===== config.mk =====
export PLATFORM = sky130hd
export DESIGN_NAME = measure_ctrl_flat
export DESIGN_NICKNAME = d
export VERILOG_FILES = /design/src/rtl/measure_ctrl_pkg.sv /design/src/rtl/measure_ctrl_if.sv /design/src/rtl/measure_ctrl_result_fifo.sv /design/src/rtl/measure_ctrl.sv /design/src/flat_wrapper.sv
export SDC_FILE = /design/constraint.sdc
export NUM_CORES = 1
export LEC_CHECK = 0
export ABC_CLOCK_PERIOD_IN_PS = 4500
export BUFFER_PORTS_ARGS = -buffer_cell sky130_fd_sc_hd__clkbuf_2
export CAP_MARGIN = 20
export CORE_MARGIN = 3
export CORE_UTILIZATION = 55
export DETAILED_ROUTE_END_ITERATION = 10
export PLACE_DENSITY_LB_ADDON = 0.3
export SLEW_MARGIN = 20
export SYNTH_ARGS = -nofsm -noshare
export SYNTH_HDL_FRONTEND = slang
export SYNTH_SLANG_ARGS = --single-unit

===== constraint.sdc =====
create_clock -name clk_i -period 4.5 [get_ports clk_i]
set_input_delay 0.225 -clock clk_i [delete_from_list [all_inputs] [get_ports clk_i]]
set_output_delay 0.225 -clock clk_i [all_outputs]
set_load 0.05 [all_outputs]

===== src/rtl/measure_ctrl_pkg.sv =====
// Shared constants and types for the measure sequencer.
// FIFO sizing is only used when MEASURE_CTRL_FIFO_EN is defined.
package measure_ctrl_pkg;

  localparam int unsigned DATA_W    = 64;
  localparam int unsigned GATE_W    = 8;
  localparam int unsigned FifoDepth = 4;

  typedef enum logic [1:0] {
    StIdle = 2'd0,
    StArm  = 2'd1,
    StWait = 2'd2,
    StHold = 2'd3
  } ctrl_state_t;

endpackage


===== src/rtl/measure_ctrl_if.sv =====
// Measure-side gate/result signals plus the host-side result stream.
// master = sequencer (measure_ctrl), slave = measure block and host.
interface measure_ctrl_if #(
  parameter int unsigned DATA_W = 64,
  parameter int unsigned GATE_W = 8
);
  logic              gate_st;
  logic [GATE_W-1:0] gate_time;
  logic              reg_wr_en;
  logic [DATA_W-1:0] reg_wr_data;
  logic              res_valid;
  logic              res_ready;
  logic [DATA_W-1:0] res_data;

  modport master (
    output gate_st, gate_time, res_valid, res_data,
    input  reg_wr_en, reg_wr_data, res_ready
  );

  modport slave (
    input  gate_st, gate_time, res_valid, res_data,
    output reg_wr_en, reg_wr_data, res_ready
  );
endinterface


===== src/rtl/measure_ctrl_result_fifo.sv =====
// Small fall-through result FIFO; head is visible whenever valid_o is high.
// Depth must be a power of two so the pointers wrap naturally.
module measure_ctrl_result_fifo #(
  parameter int unsigned Width = 64,
  parameter int unsigned Depth = 4,
  localparam int unsigned PtrW = $clog2(Depth),
  localparam int unsigned CntW = PtrW + 1
) (
  input  logic             clk_i,
  input  logic             rst_ni,
  input  logic             push_i,
  input  logic [Width-1:0] data_i,
  input  logic             pop_i,
  output logic             valid_o,
  output logic [Width-1:0] data_o,
  output logic [CntW-1:0]  cnt_o
);

  logic [Width-1:0] mem_q [Depth];
  logic [PtrW-1:0]  wptr_q, rptr_q;
  logic [CntW-1:0]  cnt_q;
  logic             push_ok, pop_ok;

  assign pop_ok  = pop_i && (cnt_q != '0);
  assign push_ok = push_i && ((cnt_q != CntW'(Depth)) || pop_ok);

  always_ff @(posedge clk_i or negedge rst_ni) begin
    if (!rst_ni) begin
      wptr_q <= '0;
      rptr_q <= '0;
      cnt_q  <= '0;
      for (int i = 0; i < Depth; i++) mem_q[i] <= '0;
    end else begin
      if (push_ok) begin
        mem_q[wptr_q] <= data_i;
        wptr_q        <= wptr_q + PtrW'(1);
      end
      if (pop_ok) rptr_q <= rptr_q + PtrW'(1);
      unique case ({push_ok, pop_ok})
        2'b10:   cnt_q <= cnt_q + CntW'(1);
        2'b01:   cnt_q <= cnt_q - CntW'(1);
        default: cnt_q <= cnt_q;
      endcase
    end
  end

  assign valid_o = (cnt_q != '0);
  assign data_o  = mem_q[rptr_q];
  assign cnt_o   = cnt_q;

endmodule


===== src/rtl/measure_ctrl.sv =====
// Measurement sequencer: starts a gate, waits for the result, hands it to the host stream.
// Define MEASURE_CTRL_FIFO_EN to replace the holding register with a 4-entry result FIFO.
module measure_ctrl
  import measure_ctrl_pkg::*;
#(
  parameter int unsigned DATA_W = measure_ctrl_pkg::DATA_W,
  parameter int unsigned GATE_W = measure_ctrl_pkg::GATE_W,
  parameter int unsigned TMO_W  = 32
) (
  input  logic              clk_i,
  input  logic              rst_n_i,
  input  logic              start_i,
  input  logic              stop_i,
  input  logic              cont_i,
  input  logic [GATE_W-1:0] gate_time_i,
  input  logic [TMO_W-1:0]  timeout_i,
  input  logic              clr_i,
  measure_ctrl_if.master    bus,
  output logic              busy_o,
  output logic              timeout_o,
  output logic              stray_o
);

  ctrl_state_t       state_q, state_d;
  logic [GATE_W-1:0] gate_time_q, gate_time_d;
  logic [TMO_W-1:0]  cnt_q, cnt_d;
  logic              cont_q, cont_d;
  logic              timeout_q, timeout_d;
  logic              stray_q, stray_d;
  logic              gate_st_q, busy_q;
  logic              capture, expire, cont_go;
  logic              start_ok, hold_release;
  ctrl_state_t       after_capture;

  assign capture = (state_q == StWait) && bus.reg_wr_en;
  // A result arriving on the expiry cycle takes priority over the watchdog.
  assign expire  = (state_q == StWait) && (timeout_i != '0) && !bus.reg_wr_en &&
                   (cnt_q == timeout_i - TMO_W'(1));
  assign cont_go = cont_q && !stop_i;

`ifdef MEASURE_CTRL_FIFO_EN
  localparam int unsigned CntW = $clog2(FifoDepth) + 1;

  logic [CntW-1:0]   fifo_cnt;
  logic              fifo_valid, fifo_pop, fifo_full, full_after_push;
  logic [DATA_W-1:0] fifo_data;

  assign fifo_pop        = fifo_valid && bus.res_ready;
  assign fifo_full       = (fifo_cnt == CntW'(FifoDepth));
  assign full_after_push = (fifo_cnt == CntW'(FifoDepth - 1)) && !fifo_pop;
  // A start with no free slot would lose its result, so it is held off.
  assign start_ok        = !fifo_full;
  assign hold_release    = !fifo_full;
  assign after_capture   = !cont_go ? StIdle : (full_after_push ? StHold : StArm);

  measure_ctrl_result_fifo #(
    .Width (DATA_W),
    .Depth (FifoDepth)
  ) u_result_fifo (
    .clk_i   (clk_i),
    .rst_ni  (rst_n_i),
    .push_i  (capture),
    .data_i  (bus.reg_wr_data),
    .pop_i   (fifo_pop),
    .valid_o (fifo_valid),
    .data_o  (fifo_data),
    .cnt_o   (fifo_cnt)
  );

  assign bus.res_valid = fifo_valid;
  assign bus.res_data  = fifo_data;
`else
  logic              res_valid_q;
  logic [DATA_W-1:0] res_data_q;

  assign start_ok      = 1'b1;
  assign hold_release  = res_valid_q && bus.res_ready;
  assign after_capture = StHold;

  always_ff @(posedge clk_i or negedge rst_n_i) begin
    if (!rst_n_i) begin
      res_valid_q <= 1'b0;
      res_data_q  <= '0;
    end else begin
      res_valid_q <= (state_d == StHold);
      if (capture) res_data_q <= bus.reg_wr_data;
    end
  end

  assign bus.res_valid = res_valid_q;
  assign bus.res_data  = res_data_q;
`endif

  always_comb begin
    state_d     = state_q;
    gate_time_d = gate_time_q;
    cont_d      = cont_q;
    cnt_d       = cnt_q;
    timeout_d   = timeout_q;
    stray_d     = stray_q;

    if (clr_i) begin
      timeout_d = 1'b0;
      stray_d   = 1'b0;
    end
    if (bus.reg_wr_en && (state_q != StWait)) stray_d = 1'b1;

    unique case (state_q)
      StIdle: begin
        if (start_i && start_ok) begin
          gate_time_d = gate_time_i;
          cont_d      = cont_i;
          state_d     = StArm;
        end
      end
      StArm: begin
        cnt_d   = '0;
        state_d = StWait;
      end
      StWait: begin
        if (cnt_q != '1) cnt_d = cnt_q + TMO_W'(1);
        if (capture) begin
          state_d = after_capture;
        end else if (expire) begin
          timeout_d = 1'b1;
          state_d   = StIdle;
        end
      end
      StHold: begin
        if (hold_release) state_d = cont_go ? StArm : StIdle;
      end
      default: state_d = StIdle;
    endcase

    if (stop_i) cont_d = 1'b0;
  end

  always_ff @(posedge clk_i or negedge rst_n_i) begin
    if (!rst_n_i) begin
      state_q     <= StIdle;
      gate_time_q <= '0;
      cont_q      <= 1'b0;
      cnt_q       <= '0;
      timeout_q   <= 1'b0;
      stray_q     <= 1'b0;
      gate_st_q   <= 1'b0;
      busy_q      <= 1'b0;
    end else begin
      state_q     <= state_d;
      gate_time_q <= gate_time_d;
      cont_q      <= cont_d;
      cnt_q       <= cnt_d;
      timeout_q   <= timeout_d;
      stray_q     <= stray_d;
      gate_st_q   <= (state_d == StArm);
      busy_q      <= (state_d != StIdle);
    end
  end

  assign bus.gate_st   = gate_st_q;
  assign bus.gate_time = gate_time_q;
  assign busy_o        = busy_q;
  assign timeout_o     = timeout_q;
  assign stray_o       = stray_q;

endmodule


===== src/flat_wrapper.sv =====
// flat-port wrapper written by rule: the top's interface ports become plain ports
module measure_ctrl_flat import measure_ctrl_pkg::*;
#(
  parameter int unsigned DATA_W = measure_ctrl_pkg::DATA_W,
  parameter int unsigned GATE_W = measure_ctrl_pkg::GATE_W,
  parameter int unsigned TMO_W  = 32
)
  (clk_i, rst_n_i, start_i, stop_i, cont_i, gate_time_i, timeout_i, clr_i, busy_o, timeout_o, stray_o, bus_gate_st, bus_gate_time, bus_res_valid, bus_res_data, bus_reg_wr_en, bus_reg_wr_data, bus_res_ready);
  measure_ctrl_if #(.DATA_W(DATA_W), .GATE_W(GATE_W)) bus_i ();
  input  logic clk_i;
  input  logic rst_n_i;
  input  logic start_i;
  input  logic stop_i;
  input  logic cont_i;
  input  logic [GATE_W-1:0] gate_time_i;
  input  logic [TMO_W-1:0] timeout_i;
  input  logic clr_i;
  output logic busy_o;
  output logic timeout_o;
  output logic stray_o;
  output wire logic [$bits(bus_i.gate_st)-1:0] bus_gate_st;
  output wire logic [$bits(bus_i.gate_time)-1:0] bus_gate_time;
  output wire logic [$bits(bus_i.res_valid)-1:0] bus_res_valid;
  output wire logic [$bits(bus_i.res_data)-1:0] bus_res_data;
  input wire logic [$bits(bus_i.reg_wr_en)-1:0] bus_reg_wr_en;
  input wire logic [$bits(bus_i.reg_wr_data)-1:0] bus_reg_wr_data;
  input wire logic [$bits(bus_i.res_ready)-1:0] bus_res_ready;
  assign bus_gate_st = bus_i.gate_st;
  assign bus_gate_time = bus_i.gate_time;
  assign bus_res_valid = bus_i.res_valid;
  assign bus_res_data = bus_i.res_data;
  assign bus_i.reg_wr_en = bus_reg_wr_en;
  assign bus_i.reg_wr_data = bus_reg_wr_data;
  assign bus_i.res_ready = bus_res_ready;
  measure_ctrl #(.DATA_W(DATA_W), .GATE_W(GATE_W), .TMO_W(TMO_W)) u_core (.clk_i(clk_i), .rst_n_i(rst_n_i), .start_i(start_i), .stop_i(stop_i), .cont_i(cont_i), .gate_time_i(gate_time_i), .timeout_i(timeout_i), .clr_i(clr_i), .bus(bus_i), .busy_o(busy_o), .timeout_o(timeout_o), .stray_o(stray_o));
endmodule

After elaboration in Yosys (flattened, before gate mapping)
Cells that the tools add are included.
{ "classes": {"muxes": 17, "add_sub_neg": 2, "eq_ne": 9, "n_reduce_logical": 19} }
{ "op_table": {"columns": ["op", "n"], "rows": [
  ["$pmux 32 s2", 1],
  ["$add 32x1->32 const B", 1],
  ["$eq 32x32->1", 1],
  ["$mux 32", 1],
  ["$ne 32x32->1 const B", 1],
  ["$reduce_bool 32->1", 1],
  ["$sub 32x1->32 const B", 1],
  ["$mux 1", 10],
  ["$reduce_bool 2->1", 5],
  ["$mux 2", 4],
  ["$pmux 2 s4", 1],
  ["$logic_and 1x1->1", 7],
  ["$eq 2x2->1 const B", 3],
  ["$reduce_and 2->1", 3],
  ["$eq 2x1->1 const B", 2],
  ["$ne 2x2->1 const B", 2],
  ["$logic_not 1->1", 2],
  ["$logic_not 2->1", 1]
]} }
{ "totals": {"output_inout_bits": 77, "wordCells": 57, "regBits": 112} }

Depth between registers and ports, before layout
Gate-level depths: netlist of run 1.
{ "logic_depth": {"ltp_word": 8, "ltp_mapped": 10, "ltp_nobuf": 9} }

Worst setup path after synthesis of run 1
No wires, ideal clock.
{ "synth_path": {"path_kind": "in2reg", "startpoint": "input port timeout_i[16]", "endpoint": "register u_core.gate_st_q, in the netlist u_core.bus.gate_st", "t_required_ns": 4.423, "setup_ns": 0.077, "t_arrival_ns": 2.841, "setup_slack_ns": 1.582, "path_buffers": 0, "stages": 7, "path_cell_list": "or4_4 or4_4 a2111oi_4 o22ai_1 or4_1 or4_1 a21oi_1"} }
{ "synth_via": {"elab_chain_len": 8, "word_cells_on_any_way": 10, "cone_classes": "add/sub (1); eq/ne (2); mux (3); reduce/logical (4)"} }
{ "synth_rtl": {"columns": ["element", "line_no", "source"], "rows": [
  ["start, declared", "flat_wrapper.sv:16", "input logic [TMO_W-1:0] timeout_i;"],
  ["branches (longest 3 deep; another with $sub 32x1->32)", null, null],
  ["$logic_and 1x1->1 (*)", "measure_ctrl.sv:37", "assign expire = (state_q == StWait) && (timeout_i != '0) && !bus.reg_wr_en &&"],
  ["$mux 2 (*)", "measure_ctrl.sv:124", "end else if (expire) begin"],
  ["$mux 2 (*)", "measure_ctrl.sv:122", "if (capture) begin"],
  ["$pmux 2 s4 (*)", "measure_ctrl.sv:108", "unique case (state_q)"],
  ["$eq 2x1->1 (*)", "measure_ctrl.sv:155", "gate_st_q <= (state_d == StArm);"],
  ["end signal, assigned", "measure_ctrl.sv:155", null],
  ["end, declared", "measure_ctrl.sv:30", "logic gate_st_q, busy_q;"]
]} }
Mark *: on every way between the ends.
A chain may end at the register's enable or synchronous reset.

Worst setup path in the final report of run 1
{ "layout_path": {"startpoint": "register u_core.state_q[0]", "endpoint": "register u_core.gate_st_q, in the netlist u_core.bus.gate_st"} }
{ "layout_via": {"elab_chain_len": 8, "word_cells_on_any_way": 14, "cone_classes": "eq/ne (4); mux (5); reduce/logical (5)"} }
{ "layout_rtl": {"columns": ["element", "line_no", "source"], "rows": [
  ["start, declared", "measure_ctrl.sv:24", "ctrl_state_t state_q, state_d;"],
  ["start signal, assigned", "measure_ctrl.sv:140", "state_q <= StIdle;"],
  ["start signal, assigned", "measure_ctrl.sv:149", "state_q <= state_d;"],
  ["$eq 2x2->1", "measure_ctrl.sv:35, measure_ctrl.sv:37, measure_ctrl.sv:108", null],
  ["$logic_and 1x1->1 (3 in a row)", "measure_ctrl.sv:37", null],
  ["$mux 2", "measure_ctrl.sv:124", null],
  ["$mux 2", "measure_ctrl.sv:122", null],
  ["$pmux 2 s4 (*)", "measure_ctrl.sv:108", null],
  ["$eq 2x1->1 (*)", "measure_ctrl.sv:155", null]
]} }
Every way passes the cells marked *; elsewhere a longest branch is shown, timed or not.

==> results of run 1 <==
[worst max-delay path by stage]
stage / end
finish: u_core.bus.gate_st$_DFF_PN0_
global route: u_core.bus.gate_st$_DFF_PN0_
CTS: u_core.bus.gate_st$_DFF_PN0_
detailed placement: u_core.bus.gate_st$_DFF_PN0_
global placement: u_core.bus.gate_st$_DFF_PN0_
floorplan: u_core.bus.gate_st$_DFF_PN0_
[placed cells by master (no fill, tap or decap), types with 5 or more instances in the layout]
master      n
o31ai_1    11
nor4_1     12
a21o_1      6
nor2_1     25
inv_1      15
a21oi_1     9
o21ai_0     9
o22ai_1     5
clkbuf_8   11
and4_1      5
or2_2       6
or3_1       5
o211ai_1   11
xor2_1      8
clkbuf_2  187
nand3_1    17
o311ai_0    5
buf_4       9
mux2_2     74
nand2_1    36
dfrtp_1   112
nand4_1    12
mux2i_1     8
xnor2_1    41
nor3_1     20
or4_1      10
[kinds of logic after synthesis]
group                      count (synthesis)
and+or+nand+nor                          173
buffers and inverters                     39
adders and majority gates                  3
xor gates and xnor gates                  49
AOI/OAI and AO/OA                         85
DFF                                      112
muxes                                     82
[critical path, cell delays in order (launching register included)]
cell and delay, ps:
dfrtp_1 610, nand2b_1 340, or4_1 540, nor4b_1 410
o2111ai_1 160, or4_2 640, or4_1 580, a21oi_1 160
[Yosys cell counts (all sizes together) (2+ instances only)]
library cell  instances  area share, %
a31oi                 2           0.21
mux2                 74             14
or4                  14            1.9
nand4                12            1.3
or3                   7           0.78
o31a                  3           0.48
a21oi                 9           0.76
or2                   6           0.63
o41ai                 3           0.44
o31ai                11            1.4
nand2                37            2.3
a311oi                2           0.29
a21o                  6           0.76
xor2                  8            1.2
nand2b                2           0.21
dfrtp               112             47
mux2i                 8            1.3
nor4                 14            1.7
o32ai                 2           0.29
and4                  5           0.74
xnor2                41            6.0
nand4b                2           0.29
o22ai                 5           0.53
o211ai               11            1.4
o21ai                10           0.84
o41a                  2           0.38
o21bai                2           0.25
nor2b                 3           0.32
nor2                 25            1.6
clkbuf               21            1.7
a32o                  2           0.34
o2111ai               3           0.44
inv                  15           0.95
nor3                 20            1.7
buf                   2           0.15
ha                    3           0.63
and3                  4           0.44
o311ai                5           0.74
nand3                18            1.6
nor3b                 2           0.25
[sequential cells by signal, indices dropped and copies added (netlist names)]
name,flops
u_core.bus.res_valid,1
u_core.stray_o,1
u_core.bus.gate_time,8
u_core.cnt_q,32
u_core.cont_q,1
u_core.bus.res_data,64
u_core.state_q,2
u_core.busy_o,1
u_core.bus.gate_st,1
u_core.timeout_o,1
[layout make-up]
class / count / area [µm²] / share of cell area, %
clock buffer: 11 / 151 / 2.10
sequential: 112 / 2800 / 38.8
timing repair buffer: 196 / 1000 / 13.9
clock inverter: 4 / 52.6 / 0.728
multi-input combinational: 392 / 2980 / 41.3
tap: 136 / 170 / 2.36
inverter: 16 / 60.1 / 0.832
[power breakdown]
| part | switching (mW) | internal (mW) | total (mW) |
|---|---|---|---|
| sequential | 0.234 | 1.38 | 1.61 |
| clock | 0.329 | 0.287 | 0.616 |
| combinational | 1.82 | 0.689 | 2.51 |
[layer usage]
metal	up-vias	track usage, %
li1	2386	-
met1	2490	34.9
met2	224	45.6
met3	37	6.29
met4	0	11.5
met5	-	0
[metrics by stage]
stage	utilization (%)	cell area (µm²)	hold WS, ps
finish	69.3	7220	1.28
global route	69.3	7220	9.05
CTS	69.3	7220	1.32
detailed placement	67.4	7020	403
global placement	67.4	7020	401
floorplan	-	5950	-70.6
==> reports/metrics.cfg, run 1 <==
[yosys]
synth_cell_type_count = 61
yosysSeqAreaShare_pct = 47.1
syn-cell-area_mm2 = 0.00595
synth_mux_area_share_pct = 15.3
synth_edf_count = 0
synth_xor_area_share_pct = 7.21
synth-adder-area-share_pct = 0.631
synthFlopType = dfrtp_1
avgSynthCellArea_um2 = 11.0
synthArstFlopShare_pct = 100
synth_compound_area_share_pct = 10.8
synthSimpleGateAreaFrac_pct = 16.0
ys_seq_elements = 112
synth_nets = 658
synth_cells = 543
synth_top_family_by_area = simple AND/OR/NAND/NOR gates
yosysWarnings = 0

[grt]
grt.total_usage_pct = 27.6
grt_pass1_vias = 5170
grt_start_max_net_pins = 83
grt_pass1_wl_um = 25700
grt_overflow = 0
antenna_found_initial = 0

[cts]
clock-sinks = 112
clock_path_buffers = 2
holdBufCountCts = 0
htree_num_levels = 3
ctsResizeCount = 0
cts_made_buffers = 9
post_cts_buffers = 0
cts_root_buffer = clkbuf_8
cts_tree = yes
clkTransAtPathRegs_ps = 110
clkLatencyLatePin_ps = 380

[setup_path]
cp-end-kind = register
reg2reg_setup_slack_ps = 990
path_max_fanout = 20
r2r_cells = 7
r2r-start = u_core.state_q[0]$_DFF_PN0_
rr_endpoint = u_core.bus.gate_st$_DFF_PN0_
crit_path_start_kind = register
worstSetupPathType = reg -> reg
worstPathArrival_ps = 3800
crit_start = u_core.state_q[0]$_DFF_PN0_
cp.required_ps = 4790

[placement]
io_buffers = 188
post-place-ws_ps = 1030
hpwl_um = 12600
place_congestion = 0.942
dp.cells = 852

[run_status]
status = completed

[sta]
tns_ps = 0
setup_ws_ps = 988
worst_slew_pin_slew_ps = 996
max_freq_mhz = 285
fin_crit_sh_pct = 78.1
finClkSkew_ps = 19.9
setup_viol = 0
slew_violations = 0
rsz0062_at_grt = no
hold_viol = 0
slew_headroom_pct = 33.6
min_period_ps = 3510

[drt]
dr_wl_met3_um = 1340
met2_length_um = 7930
drcViolationCount = 0
dr.pass1.iters = 5
routed_wl_um = 16000
dr_total_vias = 5137
met1_length_um = 6220
wl_per_cell_um = 18.4
routed.top_layer = met4
first_iter_violations = 421
ant_nets = 0
viasPerCell = 5.93

[final_layout]
stdcell_count = 867
synthToLayoutAreaGrowth_pct = 21.4
fillers = 815
finalNetCount = 842
num_antenna_cells = 0
drive_gt1_share_pct = 41.9

[flow_run]
cap_violations = 0

[pwr]
power.total_mw = 4.74
p_per_area_mw_per_mm2 = 656
peakVddDrop_mv = 0.767
p_leak_nw = 3.18

[floorplan]
io_pins = 189
start_util_pct = 57.1
die_width_um = 110
core-area_mm2 = 0.0104
die_h_um = 110
floorplan.rows = 37
dieArea_mm2 = 0.0121

[min_path]
hold_class = in -> async

(Power assumes the default switching activity.)
==> run 2: changes to the inputs <==
- ABC_AREA: unset -> 1
- ABC_CLOCK_PERIOD_IN_PS: 4500 -> 3350
- CORE_UTILIZATION: 55 -> 52
- clock period: 4.5 -> 3.35 ns (I/O delays scaled with it)
==> run 2 against run 1 <==
  * Via count is 18% higher
  * Final cell count increased by 41%
  * Largest cell class unchanged
  * Synthesized cell count is 64% higher
  * Critical path type unchanged
  * Hold slack improved by 13 ps
==> reports/metrics.cfg, run 2 <==
[run_status]
status = completed

[grt]
grt_start_max_net_pins = 70
grt_pass1_vias = 5909
grt_pass1_wl_um = 27800
grt.total_usage_pct = 25.8
antenna_found_initial = 0
grt_overflow = 0

[drt]
viasPerCell = 4.96
dr.pass1.iters = 5
routed_wl_um = 17000
dr_total_vias = 6072
ant_nets = 0
wl_per_cell_um = 13.9
drcViolationCount = 0
first_iter_violations = 415

[flow_run]
cap_violations = 0

[sta]
finClkSkew_ps = 6.13
setup_viol = 0
hold_viol = 0
worst_slew_pin_slew_ps = 1050
fin_crit_sh_pct = 70.7
tns_ps = 0
max_freq_mhz = 422
slew_violations = 0
min_period_ps = 2370
rsz0062_at_grt = no
slew_headroom_pct = 30.3

[pwr]
p_leak_nw = 4.28
peakVddDrop_mv = 0.691
power.total_mw = 6.36
p_per_area_mw_per_mm2 = 819

[final_layout]
stdcell_count = 1225
final_cell_mix = 371 x nand2_1, 187 x clkbuf_2, 112 x dfrtp_1, 93 x inv_1, 77 x nor2_1
post-route-util_pct = 66.3
synthToLayoutAreaGrowth_pct = 21.7
final_common_cell = nand2_1
num_antenna_cells = 0
finalNetCount = 1194
largest_reg_flops = 64
drive_gt1_share_pct = 23.0

[setup_path]
worstPathArrival_ps = 2600
path_max_fanout = 14
rr_endpoint = u_core.cnt_q[4]$_DFFE_PN0P_
reg2reg_setup_slack_ps = 980
worstSetupPathType = reg -> reg
crit_path_start_kind = register
r2r-start = u_core.cnt_q[0]$_DFFE_PN0P_
crit_start = u_core.cnt_q[0]$_DFFE_PN0P_
cp.required_ps = 3580
cp-end-kind = register
r2r_cells = 13

[placement]
dp.cells = 1209
hpwl_um = 13300
place_congestion = 0.906
io_buffers = 188

[yosys]
yosysSeqAreaShare_pct = 43.9
synth_cell_type_count = 34
synthArstFlopShare_pct = 100
synthFlopType = dfrtp_1
synth_top_area_share_pct = 43.9
synth_top_area_cell = dfrtp_1
avgSynthCellArea_um2 = 7.16
yosysWarnings = 0
netlist_top_cells_count = 371 x nand2_1, 112 x dfrtp_1, 93 x inv_1
synthTopCellsByArea = dfrtp_1 44%, nand2_1 22%, inv_1 5.5%
synth_edf_count = 0
ys_seq_elements = 112
syn-cell-area_mm2 = 0.00639
synth.most_common_cell = nand2_1
synth_nets = 1007
synth_cells = 892

[floorplan]
die_h_um = 117
core-area_mm2 = 0.0117
floorplan.rows = 39
start_util_pct = 54.5
die_width_um = 117
io_pins = 189
dieArea_mm2 = 0.0136

[cts]
clkTransAtPathRegs_ps = 70
cts_made_buffers = 9
cts_tree = yes
clock-sinks = 112
clock_path_buffers = 2
clkLatencyLatePin_ps = 340
cts_root_buffer = clkbuf_16
htree_num_levels = 3

[min_path]
min_from = gate_time_i[7]
whs_path_depth = 3
whs_endpoint = u_core.bus.gate_time[7]$_DFFE_PN0P_
hold_class = in -> reg

-- run 2: repair_timing --
action,CTS,global route
resized for setup,0,0
hold buffers,2,0
setup buffers,0,0
hold endpoints to repair,68,0
-- run 2: worst max path at each step --
| stage | endpoint |
|---|---|
| 4_1_cts | u_core.cnt_q[4]$_DFFE_PN0P_ |
| 3_5_place_dp | u_core.cnt_q[4]$_DFFE_PN0P_ |
| 2_1_floorplan | u_core.cnt_q[16]$_DFFE_PN0P_ |
| 5_1_grt | u_core.cnt_q[4]$_DFFE_PN0P_ |
| 6_report | u_core.cnt_q[4]$_DFFE_PN0P_ |
| 3_3_place_gp | u_core.cnt_q[4]$_DFFE_PN0P_ |
-- run 2: logic make-up (layout without fill, tap and decap cells) --
logic type | after synthesis | after routing | synth area share, %
AO/OA/AOI/OAI | 50 | 50 | 4.41
XOR/XNOR | 43 | 43 | 5.90
buffers and inverters | 118 | 308 | 6.97
flip-flops | 112 | 112 | 43.9
AND/OR/NAND/NOR | 566 | 566 | 38.2
adder cells (fa/ha/maj) | 3 | 3 | 0.588
-- run 2: per-layer routing --
layer  part of all wire, %  GRT usage, %  routed length [µm]  vias to the layer above
met3                   8.2          6.38                1390                       21
li1                      -             -                   -                     3120
met4                   1.7          8.41                 296                        0
met1                    44          34.9                7500                     2692
met2                    46          41.1                7790                      239
met5                     0             0                   0                        -
-- run 2: final cells by class --
| class | count | area, µm² |
|---|---|---|
| clock inverters | 1 | 30.0 |
| well taps | 143 | 179 |
| flip-flops and latches | 112 | 2800 |
| fillers | 1043 | 3940 |
| multi-input cells | 662 | 3150 |
| repair buffers | 195 | 1000 |
| clock buffers | 13 | 240 |
| inverters | 99 | 372 |
-- run 2: where the power goes --
group | leakage, nW | internal [mW] | switching, mW | total, mW
clock | 0.130 | 0.574 | 0.448 | 1.02
combinational | 2.71 | 0.679 | 2.55 | 3.23
sequential | 1.43 | 1.82 | 0.284 | 2.11
total | 4.28 | 3.08 | 3.28 | 6.36
-- run 2: critical path, cell delays in order, from the launching register on --
cell	delay [ps]
dfrtp_1	430
ha_1	240
nand2_1	70
inv_1	60
nand2_1	130
nor2_1	70
nand4_1	80
nand2_1	50
buf_4	180
nand2_1	300
buf_4	280
nand3_1	120
o21ai_0	180
a21oi_1	60
-- run 2: through the flow --
step | instance area (µm²) | hold WS, ps | worst slack, ps
after global placement | 7480 | 329 | 1110
after global routing | 7770 | 12.9 | 755
after detailed placement | 7480 | 324 | 1030
after floorplan | 6390 | -128 | 1570
final | 7770 | 14.1 | 982
after CTS | 7770 | 6.59 | 1010
==> run 3: changes to the inputs <==
- ABC_CLOCK_PERIOD_IN_PS: 3350 -> 2000
- CORE_UTILIZATION: 52 -> 47
- clock period: 3.35 -> 2 ns (I/O delays scaled with it)
==> run 3 against run 2 <==
  * The run now ends with setup timing left
  * Fmax up 18%
  * Critical path depth down 2
  * First-iteration DRC count is 3.9% lower
  * Sequential power is 69% higher
  * Die area up 10%
  * Combinational power up 82%
  * Hold slack improved by 20 ps
  * Flip-flop and latch count unchanged
  * Global-route usage rose by 1.4 points
  * Clock-buffer cell count is 2 lower
  * Core utilization grew 2.9 points
  * Largest cell class unchanged
  * Largest power group unchanged
==> reports/metrics.cfg, run 3 (synthesized netlist as in run 2, its figures left out) <==
[run_status]
status = finished with violations
violations = setup timing

[floorplan]
floorplan.rows = 41
start_util_pct = 49.4
die_h_um = 123
dieArea_mm2 = 0.0150
io_pins = 189
die_width_um = 123
core-area_mm2 = 0.0129

[sta]
rsz0062_at_grt = yes
slew_violations = 0
setup_viol = 1
worst_slew_pin_slew_ps = 638
max_freq_mhz = 499
hold_viol = 0
holdWs_ps = 34.0
finClkSkew_ps = 6.21
min_period_ps = 2010
slew_headroom_pct = 57.5
fin_crit_sh_pct = 100
setup_ws_ps = -5.28

[final_layout]
largest_reg_flops = 64
final_cell_mix = 368 x nand2_1, 187 x clkbuf_2, 112 x dfrtp_1, 90 x inv_1, 74 x dlygate4sd3_1
fillers = 1028
num_antenna_cells = 0
drive_gt1_share_pct = 25.8
final_common_cell = nand2_1
finalNetCount = 1305
synthToLayoutAreaGrowth_pct = 40.2

[setup_path]
slowest_delay_ps = 390
reg2reg_setup_slack_ps = -5
path_max_fanout = 4
worstSetupPathType = reg -> reg
cp-end-kind = register
path_buf_inv = 1
crit_path_start_kind = register
cp.required_ps = 2240
cp_top_family = simple AND/OR/NAND/NOR gates
cpMostUsedCell = nand2_1
r2r-start = u_core.cnt_q[1]$_DFFE_PN0P_
crit_start = u_core.cnt_q[1]$_DFFE_PN0P_
crit_chain = ha_2 > nand2_1 > inv_2 > nand2_4 > nor3_4 > nand4_1 > nor3_2 > nand2_1 > nor2_2 > xnor2_1 > nor2_1
cp_slowest_cell = dfrtp_1
worstPathArrival_ps = 2240

[drt]
drcViolationCount = 0
ant_nets = 0
wl_per_cell_um = 14.6
dr.pass1.iters = 5
viasPerCell = 4.97
first_iter_violations = 399
routed_wl_um = 20000
dr_total_vias = 6792

[grt]
grt_pass1_wl_um = 32100
grt_start_max_net_pins = 65
grt_overflow = 0
grt.total_usage_pct = 27.2
grt_pass1_vias = 6790
antenna_found_initial = 0

[cts]
clock-sinks = 112
cts_tree = yes
cts_made_buffers = 9
clkTransAtPathRegs_ps = 70
clkLatencyLatePin_ps = 350
clock_path_buffers = 2
cts_root_buffer = clkbuf_16
htree_num_levels = 3

[pwr]
peakVddDrop_mv = 1.13
p_per_area_mw_per_mm2 = 1270
p_leak_nw = 4.85

[min_path]
hold_class = in -> reg
min_from = cont_i

[placement]
io_buffers = 188
place_congestion = 0.891
post-place-ws_ps = -43.0
hpwl_um = 13500

[flow_run]
cap_violations = 0

## run 3: cell count changes in the layout (fill, tap and decap cells not counted), sizes merged
cell         previous run  this run
clkinvlp                0         1
clkbuf                200       198
bufinv                  1         2
clkinv                  3         5
buf                     6        45
dlygate4sd3             2        74
## run 3: worst min-delay path, delay by kind of cell
| kind | cells | cell delay [ps] |
|---|---|---|
| simple gates | 1 | 100 |
| compound gates | 1 | 50 |
| buf+inv | 1 | 90 |
## run 3: layer usage
layer  vias up  global-route usage, %  routed length [µm]
li1       3350                      -                   -
met1      3092                   34.0                8170
met2       299                   45.0                9480
met3        51                   6.08                1630
met4         0                   12.6                 713
met5         -                      0                   0
## run 3: report_power, final
part | leakage (nW) | internal (mW) | switching (mW) | total (mW)
Combinational | 3.27 | 1.37 | 4.52 | 5.89
Clock | 0.150 | 1.10 | 0.795 | 1.89
Sequential | 1.43 | 3.06 | 0.508 | 3.56
Total | 4.85 | 5.52 | 5.82 | 11.3
## run 3: final cells by class
cell class	instances	area, µm²	area share (%)
Timing Repair Buffer	306	2040	22.8
Tap cell	172	215	2.40
Multi-Input combinational cell	662	3210	35.9
Sequential cell	112	2800	31.3
Clock inverter	5	81.3	0.908
Clock buffer	11	233	2.60
Inverter	99	372	4.15
## run 3: path summary, 6_finish.rpt
check,cells after the start,to
max reg2reg,11,u_core.cnt_q[28]$_DFFE_PN0P_
min reg2reg,2,u_core.bus.res_data[30]$_DFFE_PN0P_
max,11,u_core.cnt_q[28]$_DFFE_PN0P_
min,3,u_core.cont_q$_DFFE_PN0P_
min in group asynchronous,2,u_core.bus.res_data[39]$_DFFE_PN0P_
max in group asynchronous,3,u_core.bus.res_data[42]$_DFFE_PN0P_
## run 3: timing repair
| action | 4_1_cts | 5_1_grt |
|---|---|---|
| endpoints found under the hold margin | 105 | 0 |
| endpoints found under the setup margin | 1 | 20 |
| hold buffers | 74 | 0 |
| pin swaps | 0 | 15 |
| buffers inserted | 0 | 5 |
| resized for setup | 1 | 20 |
## run 3: stage by stage
| step | util, % | TNS (ps) | power (mW) | area [µm²] | std cells |
|---|---|---|---|---|---|
| finish | 69.3 | -5.28 | 11.3 | 8950 | 1367 |
| global placement | 60.3 | -63.0 | 9.02 | 7800 | 1272 |
| detailed placement | 60.3 | -149 | 9.13 | 7800 | 1272 |
| CTS | 68.5 | 0 | 11.1 | 8860 | 1362 |
| floorplan | - | 0 | 7.50 | 6390 | 892 |
| global route | 69.3 | -552 | 11.9 | 8950 | 1367 |
